$ cat config.mk
export PLATFORM = sky130hd
export DESIGN_NAME = spi_master_ctrl_flat
export DESIGN_NICKNAME = d
export VERILOG_FILES = /design/src/rtl/spi_master_ctrl_if.sv /design/src/rtl/spi_master_ctrl.sv /design/src/flat_wrapper.sv
export SDC_FILE = /design/constraint.sdc
export NUM_CORES = 1
export LEC_CHECK = 0
export ABC_AREA = 1
export CAP_MARGIN = 20
export CORE_MARGIN = 1
export CORE_UTILIZATION = 55
export CTS_BUF_LIST = sky130_fd_sc_hd__clkbuf_8
export CTS_CLUSTER_SIZE = 16
export DETAILED_ROUTE_END_ITERATION = 10
export HOLD_SLACK_MARGIN = 0.1
export PLACE_DENSITY = 0.79
export SYNTH_ARGS = -nofsm -noshare
export SYNTH_HDL_FRONTEND = slang
export SYNTH_SLANG_ARGS = --single-unit
$ cat constraint.sdc
create_clock -name clk -period 1.67 [get_ports clk]
set_input_delay 0.334 -clock clk [delete_from_list [all_inputs] [get_ports clk]]
set_output_delay 0.334 -clock clk [all_outputs]
set_load 0.01 [all_outputs]
$ cat src/rtl/spi_master_ctrl_if.sv
// Host-side bundle for the SPI initiator: command handshake, read-back and
// the serial link pins. The controller uses the slave modport; the host/bench uses master.
interface spi_master_ctrl_if #(
   parameter int TX_BITS = 10,
   parameter int RX_BITS = 8
) ();
   logic               tx_valid;
   logic [TX_BITS-1:0] tx_data;
   logic               tx_ready;
   logic               rx_valid;
   logic [RX_BITS-1:0] rx_data;
   logic               done;
   logic               ss_n;
   logic               mosi;
   logic               miso;

   modport master (
      output tx_valid, tx_data, miso,
      input  tx_ready, rx_valid, rx_data, done, ss_n, mosi
   );

   modport slave (
      input  tx_valid, tx_data, miso,
      output tx_ready, rx_valid, rx_data, done, ss_n, mosi
   );
endinterface

$ cat src/rtl/spi_master_ctrl.sv
// SPI initiator: serialises a command word MSB first, and for read commands
// skips one turnaround cycle and then deserialises the slave's reply.
module spi_master_ctrl #(
   parameter int TX_BITS  = 10,
   parameter int RX_BITS  = 8,
   parameter int CNT_BITS = 4
) (
   input  logic           clk,
   input  logic           rstn,
   spi_master_ctrl_if.slave bus
);

   typedef enum logic [2:0] {
      S_IDLE,
      S_SEND,
      S_TURN,
      S_RECV,
      S_END
   } state_t;

   state_t               state_q, state_d;
   logic [CNT_BITS-1:0]  cnt_q, cnt_d;
   logic [TX_BITS-1:0]   tx_sh_q, tx_sh_d;
   logic [RX_BITS-1:0]   rx_sh_q, rx_sh_d;
   logic [RX_BITS-1:0]   rx_data_q, rx_data_d;
   logic                 is_read_q, is_read_d;

   always_ff @(posedge clk or negedge rstn) begin
      if (!rstn) begin
         state_q   <= S_IDLE;
         cnt_q     <= '0;
         tx_sh_q   <= '0;
         rx_sh_q   <= '0;
         rx_data_q <= '0;
         is_read_q <= 1'b0;
      end else begin
         state_q   <= state_d;
         cnt_q     <= cnt_d;
         tx_sh_q   <= tx_sh_d;
         rx_sh_q   <= rx_sh_d;
         rx_data_q <= rx_data_d;
         is_read_q <= is_read_d;
      end
   end

   always_comb begin
      state_d   = state_q;
      cnt_d     = cnt_q;
      tx_sh_d   = tx_sh_q;
      rx_sh_d   = rx_sh_q;
      rx_data_d = rx_data_q;
      is_read_d = is_read_q;
      case (state_q)
         S_IDLE: begin
            if (bus.tx_valid) begin
               state_d   = S_SEND;
               cnt_d     = CNT_BITS'(TX_BITS - 1);
               tx_sh_d   = bus.tx_data;
               is_read_d = (bus.tx_data[TX_BITS-1 -: 2] == 2'b11);
            end
         end
         S_SEND: begin
            tx_sh_d = {tx_sh_q[TX_BITS-2:0], 1'b0};
            if (cnt_q == '0) begin
               state_d = is_read_q ? S_TURN : S_END;
            end else begin
               cnt_d = cnt_q - 1'b1;
            end
         end
         S_TURN: begin
            cnt_d   = CNT_BITS'(RX_BITS - 1);
            state_d = S_RECV;
         end
         S_RECV: begin
            rx_sh_d = {rx_sh_q[RX_BITS-2:0], bus.miso};
            if (cnt_q == '0) begin
               // Publish the completed byte on the same edge that enters END.
               rx_data_d = {rx_sh_q[RX_BITS-2:0], bus.miso};
               state_d   = S_END;
            end else begin
               cnt_d = cnt_q - 1'b1;
            end
         end
         S_END: begin
            state_d = S_IDLE;
         end
         default: begin
            state_d = S_IDLE;
         end
      endcase
   end

   // Outputs decode straight from state so reset forces ss_n high without waiting for a clock.
   assign bus.tx_ready = (state_q == S_IDLE);
   assign bus.ss_n     = !((state_q == S_SEND) || (state_q == S_TURN) || (state_q == S_RECV));
   assign bus.mosi     = (state_q == S_SEND) && tx_sh_q[TX_BITS-1];
   assign bus.done     = (state_q == S_END);
   assign bus.rx_valid = (state_q == S_END) && is_read_q;
   assign bus.rx_data  = rx_data_q;

endmodule

$ cat src/flat_wrapper.sv
// flat-port wrapper written by rule: the top's interface ports become plain ports
module spi_master_ctrl_flat 
#(
   parameter int TX_BITS  = 10,
   parameter int RX_BITS  = 8,
   parameter int CNT_BITS = 4
)
  (clk, rstn, bus_tx_valid, bus_tx_data, bus_miso, bus_tx_ready, bus_rx_valid, bus_rx_data, bus_done, bus_ss_n, bus_mosi);
  spi_master_ctrl_if #(.TX_BITS(TX_BITS), .RX_BITS(RX_BITS)) bus_i ();
  input  logic clk;
  input  logic rstn;
  input wire logic [$bits(bus_i.tx_valid)-1:0] bus_tx_valid;
  input wire logic [$bits(bus_i.tx_data)-1:0] bus_tx_data;
  input wire logic [$bits(bus_i.miso)-1:0] bus_miso;
  output wire logic [$bits(bus_i.tx_ready)-1:0] bus_tx_ready;
  output wire logic [$bits(bus_i.rx_valid)-1:0] bus_rx_valid;
  output wire logic [$bits(bus_i.rx_data)-1:0] bus_rx_data;
  output wire logic [$bits(bus_i.done)-1:0] bus_done;
  output wire logic [$bits(bus_i.ss_n)-1:0] bus_ss_n;
  output wire logic [$bits(bus_i.mosi)-1:0] bus_mosi;
  assign bus_i.tx_valid = bus_tx_valid;
  assign bus_i.tx_data = bus_tx_data;
  assign bus_i.miso = bus_miso;
  assign bus_tx_ready = bus_i.tx_ready;
  assign bus_rx_valid = bus_i.rx_valid;
  assign bus_rx_data = bus_i.rx_data;
  assign bus_done = bus_i.done;
  assign bus_ss_n = bus_i.ss_n;
  assign bus_mosi = bus_i.mosi;
  spi_master_ctrl #(.TX_BITS(TX_BITS), .RX_BITS(RX_BITS), .CNT_BITS(CNT_BITS)) u_core (.clk(clk), .rstn(rstn), .bus(bus_i));
endmodule
### Yosys cells after proc, flatten, opt, wreduce, memory -nomap -nowiden

Cells that the tools add are included.

* memories: 0
* register bits: 33
* bits in read-only memories: 0
* logic and storage cells: 41
* latch bits: 0
* memory bits (writable): 0

* equality and inequality tests: 9
* bitwise gates (word level): 0
* shifts and indexed selects: 0
* add/sub/neg operators: 1
* reduce and logical (&&, ||, !) cells: 15
* muxes and demuxes: 10
* $mul: 0
* div/mod/pow operators: 0
* $lt $le $gt $ge: 0

Operator list (count)
* $pmux W10 S2: 1
* $mux W3: 4
* $pmux W3 S4: 1
* $pmux W4 S3: 1
* $mux W10: 1
* $mux W4: 2
* $eq A3 B2 Y1 const B: 2
* $reduce_and A2 Y1: 3
* $reduce_and A3 Y1: 2
* $logic_not A4 Y1: 1
* $ne A2 B1 Y1 const B: 2
* $ne A2 B2 Y1 const B: 2
* $sub A4 B1 Y4 const B: 1
* $eq A3 B1 Y1 const B: 1
* $eq A3 B3 Y1 const B: 1
* $logic_not A3 Y1: 1
* $reduce_bool A3 Y1: 1
* $eq A2 B2 Y1 const B: 1
* $logic_and A1 B1 Y1: 2
* $logic_or A1 B1 Y1: 2
* $reduce_bool A2 Y1: 1
* $reduce_or A2 Y1: 1
* $logic_not A1 Y1: 1

### Logic depth before layout (Yosys ltp)

* depth after elaboration: 4
* gate-level depth with buffers: 8
* mapped depth without buffers: 7

### Worst setup path before layout

OpenSTA, ideal clock, no wires.

* path type: register to register
* from: reg u_core.state_q[0]
* to: reg u_core.tx_sh_q[1]
* data required time: 1.552 ns
* buffers on the path: 1
* period minus slack after synthesis: 1.304 ns
* library setup time: 0.118 ns
* arrival time: 1.187 ns
* slack: 0.366 ns
* stages on the path, launching flop included: 6
* cell sequence: dfrtp_1 -> nor2_2 -> nand2_1 -> o21ai_4 -> buf_12 -> o21ai_2

* longest elaborated chain between the ends: 3

Ends and longest elaborated chain
* start, declared: line spi_master_ctrl.sv:21 `state_t state_q, state_d;`
* start signal, assigned: line spi_master_ctrl.sv:37 `state_q <= state_d;`
* $eq A3 B1 Y1 / $logic_not A3 Y1 (equally long branches): line spi_master_ctrl.sv:53 `case (state_q)`
* $reduce_bool A2 Y1 (no source line) / $ne A2 B2 Y1 (equally long branches)
* $reduce_and A2 Y1 (no source line)
* end signal, assigned: line spi_master_ctrl.sv:39 `tx_sh_q <= tx_sh_d;`
* end, declared: line spi_master_ctrl.sv:23 `logic [TX_BITS-1:0] tx_sh_q, tx_sh_d;`

Several ways; a longest one is shown, not always the timed one.
A chain may end at the register's enable or synchronous reset.

### Final worst setup path

* from: reg u_core.state_q[2]
* to: out bus_tx_ready

* longest elaborated chain between the ends: 1

Ends and longest elaborated chain
* $logic_not A3 Y1: line spi_master_ctrl.sv:94 `assign bus.tx_ready = (state_q == S_IDLE);`
* end, declared: line flat_wrapper.sv:15 `output wire logic [$bits(bus_i.tx_ready)-1:0] bus_tx_ready;`

No other way between the ends.

==> metrics.yaml <==
power_frac_clock_pct: 17.8
yosys.area.top_type: "dfrtp_1"
synthTopCellsByArea: "dfrtp_1 50%, nand2_1 11%, o21ai_2 9.6%"
track_usage_pct: 24.5
slew_viol_final: 0
viasPerCell: 5.34
clkSlewWorstSetupHoldPaths_ns: 0.07
ios: 27
grt_pass1_vias: 1395
synth_top_family_by_area: "simple AND/OR/NAND/NOR gates"
crit_type: "register to output pin"
insertedDiodeCount: 0
rr_startpoint: "u_core.cnt_q[0]$_DFFE_PN0P_"
syn_inst: 186
synth_area_um2: 1640
drive_above_1_share_pct: 23.0
fin_skew_ns: 0.00464
cp.arrival_ns: 1.24
placementRows: 19
fin_cells: 257
ff2ff_setup_slack_ns: 0.15
switching_power_mw: 1.76
p_seq_share_pct: 31.3
die_h_um: 56.6
fin_crit_sh_pct: 94.2
synth.top_cells.by_count: "50 x nand2_1, 33 x dfrtp_1, 27 x inv_1"
drc: 0
finalHoldWorstSlack_ns: 0.452
worst_r2r_path_depth: 5
synthXorXnorAreaFrac_pct: 0
ant_nets: 0
netlist.area_leader.share_pct: 50.5
die_w_um: 56.6
dr.pass1.iters: 4
pre_cts_ws_ns: -0.0420
wl_per_cell_um: 13.3
power_switching_share_pct: 40.5
grt_overflow: 0
slew_headroom_pct: 72.9
power_density_nw_per_um2: 2080
synth-edff-count: 0
r2r-end: "u_core.cnt_q[0]$_DFFE_PN0P_"
cts-buffers-inserted: 5
multi_input_area_um2: 659
synthAdderAreaFrac_pct: 0.765
nets: 240
cp-start-kind: "register"
synthFlopType: "dfrtp_1"
yosys.cell_count.top_type: "nand2_1"
finalWorstSetupSlack_ns: 0.0975
finalHoldViolations: 0
grt_antenna_before_repair: 0
setup_viol: 0
h-tree-depth: 2
portBuffers: 26
drt-total-wl_um: 3410
syn-num-nets: 201
yosysSeqAreaShare_pct: 50.5
synth-warning-count: 0
timing.final.crit_period_ns: 1.57
clockRootBuffer: "clkbuf_8"
regArea_um2: 827
tightestPinTransition_ns: 0.406
clock.fmax_mhz: 636
p_leak_nw: 1.01
drt_iter0_drc: 61
placedCellCount: 247
rsz0062_at_grt: "false"
cts_tree: "done"
area_delta_synth_final_pct: 27.4
core_um2: 2780
grt_max_degree: 34
cp.required_ns: 1.34
synth-compound-area-share_pct: 18.3
gp_congestion: 0.823
synth.distinct_cells: 22
start_util_pct: 58.8
fillers: 205
die_area_um2: 3200
dp.final_hpwl_um: 2300
grt_pass1_wl_um: 5890
ir_drop_uv: 1650
postSynthAreaPerCell_um2: 8.80
stdcell_area_um2: 2090
tns_ns: 0
ys_async_sr_fraction_pct: 100
intPower_mw: 2.58
synth_mux_area_share_pct: 0
total_power_mw: 4.33
vias: 1373
place_area_um2: 1960
outcome: "complete, no violations"
clockBufferDepth: 2
fin_util_pct: 75.0
synth-seq-cells: 33
clock_latency_ns: 0.29
maxCapViolCount: 0
cts.sinks: 33
p_comb_share_pct: 50.9
hold_path.class: "input pin to asynchronous set/reset pin"
yosys.area_share.simple_pct: 20.6
crit_path_end_kind: "output pin"
cp_max_fo: 6
==> worst max path at each step <==
stage | start | slack [ns] | end
after CTS | u_core.state_q[0]$_DFFE_PN0P_ | 0.0008 | bus_rx_valid
after floorplan | u_core.state_q[0]$_DFFE_PN0P_ | 0.37 | u_core.tx_sh_q[1]$_DFFE_PN0P_
after global placement | u_core.state_q[0]$_DFFE_PN0P_ | -0.003 | bus_rx_valid
after global routing | u_core.state_q[1]$_DFFE_PN0P_ | 0.02 | bus_tx_ready
after detailed placement | u_core.state_q[0]$_DFFE_PN0P_ | -0.04 | bus_rx_valid
final | u_core.state_q[2]$_DFFE_PN0P_ | 0.1 | bus_tx_ready
==> sequential cells by signal (all words and copies together) (netlist names) <==
signal and count:
u_core.cnt_q 4, u_core.bus.rx_data 8, u_core.state_q 3, u_core.is_read_q 1, u_core.rx_sh_q 7, u_core.tx_sh_q 10
==> metal layers <==
layer / global-route usage (%) / wire length [µm] / vias to the layer above
met5: 0 / 0 / -
li1: - / - / 662
met4: 15.7 / 128 / 0
met2: 40.2 / 1690 / 66
met3: 7.14 / 205 / 15
met1: 27.8 / 1390 / 630
==> layout by cell type (no fill, tap or decap), drive strengths merged <==
| cell type | instances |
|---|---|
| nor2 | 12 |
| inv | 30 |
| clkbuf | 8 |
| o21ai | 41 |
| a21oi | 3 |
| clkdlybuf4s50 | 21 |
| dfrtp | 33 |
| bufinv | 1 |
| buf | 13 |
| nand3 | 7 |
| nand2 | 51 |
| ha | 1 |
| or2 | 1 |
| nand4 | 2 |
| clkdlybuf4s15 | 1 |
| nor3 | 1 |
==> worst max-delay path, cell delays in order (launching register included) <==
cell             delay [ns]
dfrtp_1                0.44
inv_2                  0.13
nand2_1                0.09
inv_1                  0.06
clkdlybuf4s15_1        0.23
==> cells by family (layout without fill, tap and decap cells) <==
group	count (synthesis)	count (layout)
AOI/OAI and AO/OA	44	44
adders and majority gates	1	1
buffers and inverters	34	74
DFF	33	33
and+or+nand+nor	74	74
==> repair_timing <==
action / in CTS / in global routing
resized for setup: 12 / 7
pin swaps: 1 / 1
hold buffers: 0 / 0
buffers inserted: 1 / 1
endpoints found under the setup margin: 5 / 4
==> power by group through the flow <==
| stage | clock network [mW] | registers [mW] | logic (mW) |
|---|---|---|---|
| 2_1_floorplan | 0 | 1.40 | 1.42 |
| 3_3_place_gp | 0 | 1.35 | 2.03 |
| 3_5_place_dp | 0 | 1.37 | 2.15 |
| 4_1_cts | 0.784 | 1.36 | 2.18 |
| 5_1_grt | 0.809 | 1.39 | 2.44 |
| 6_report | 0.771 | 1.36 | 2.20 |
==> final cells by class <==
cell class | count | area share, %
clock buffers | 6 | 3.96
multi-input cells | 119 | 31.6
well taps | 31 | 1.86
flip-flops and latches | 33 | 39.7
clock inverters | 2 | 1.62
repair buffers | 37 | 16.1
inverters | 29 | 5.22
(Power assumes the default switching activity.)
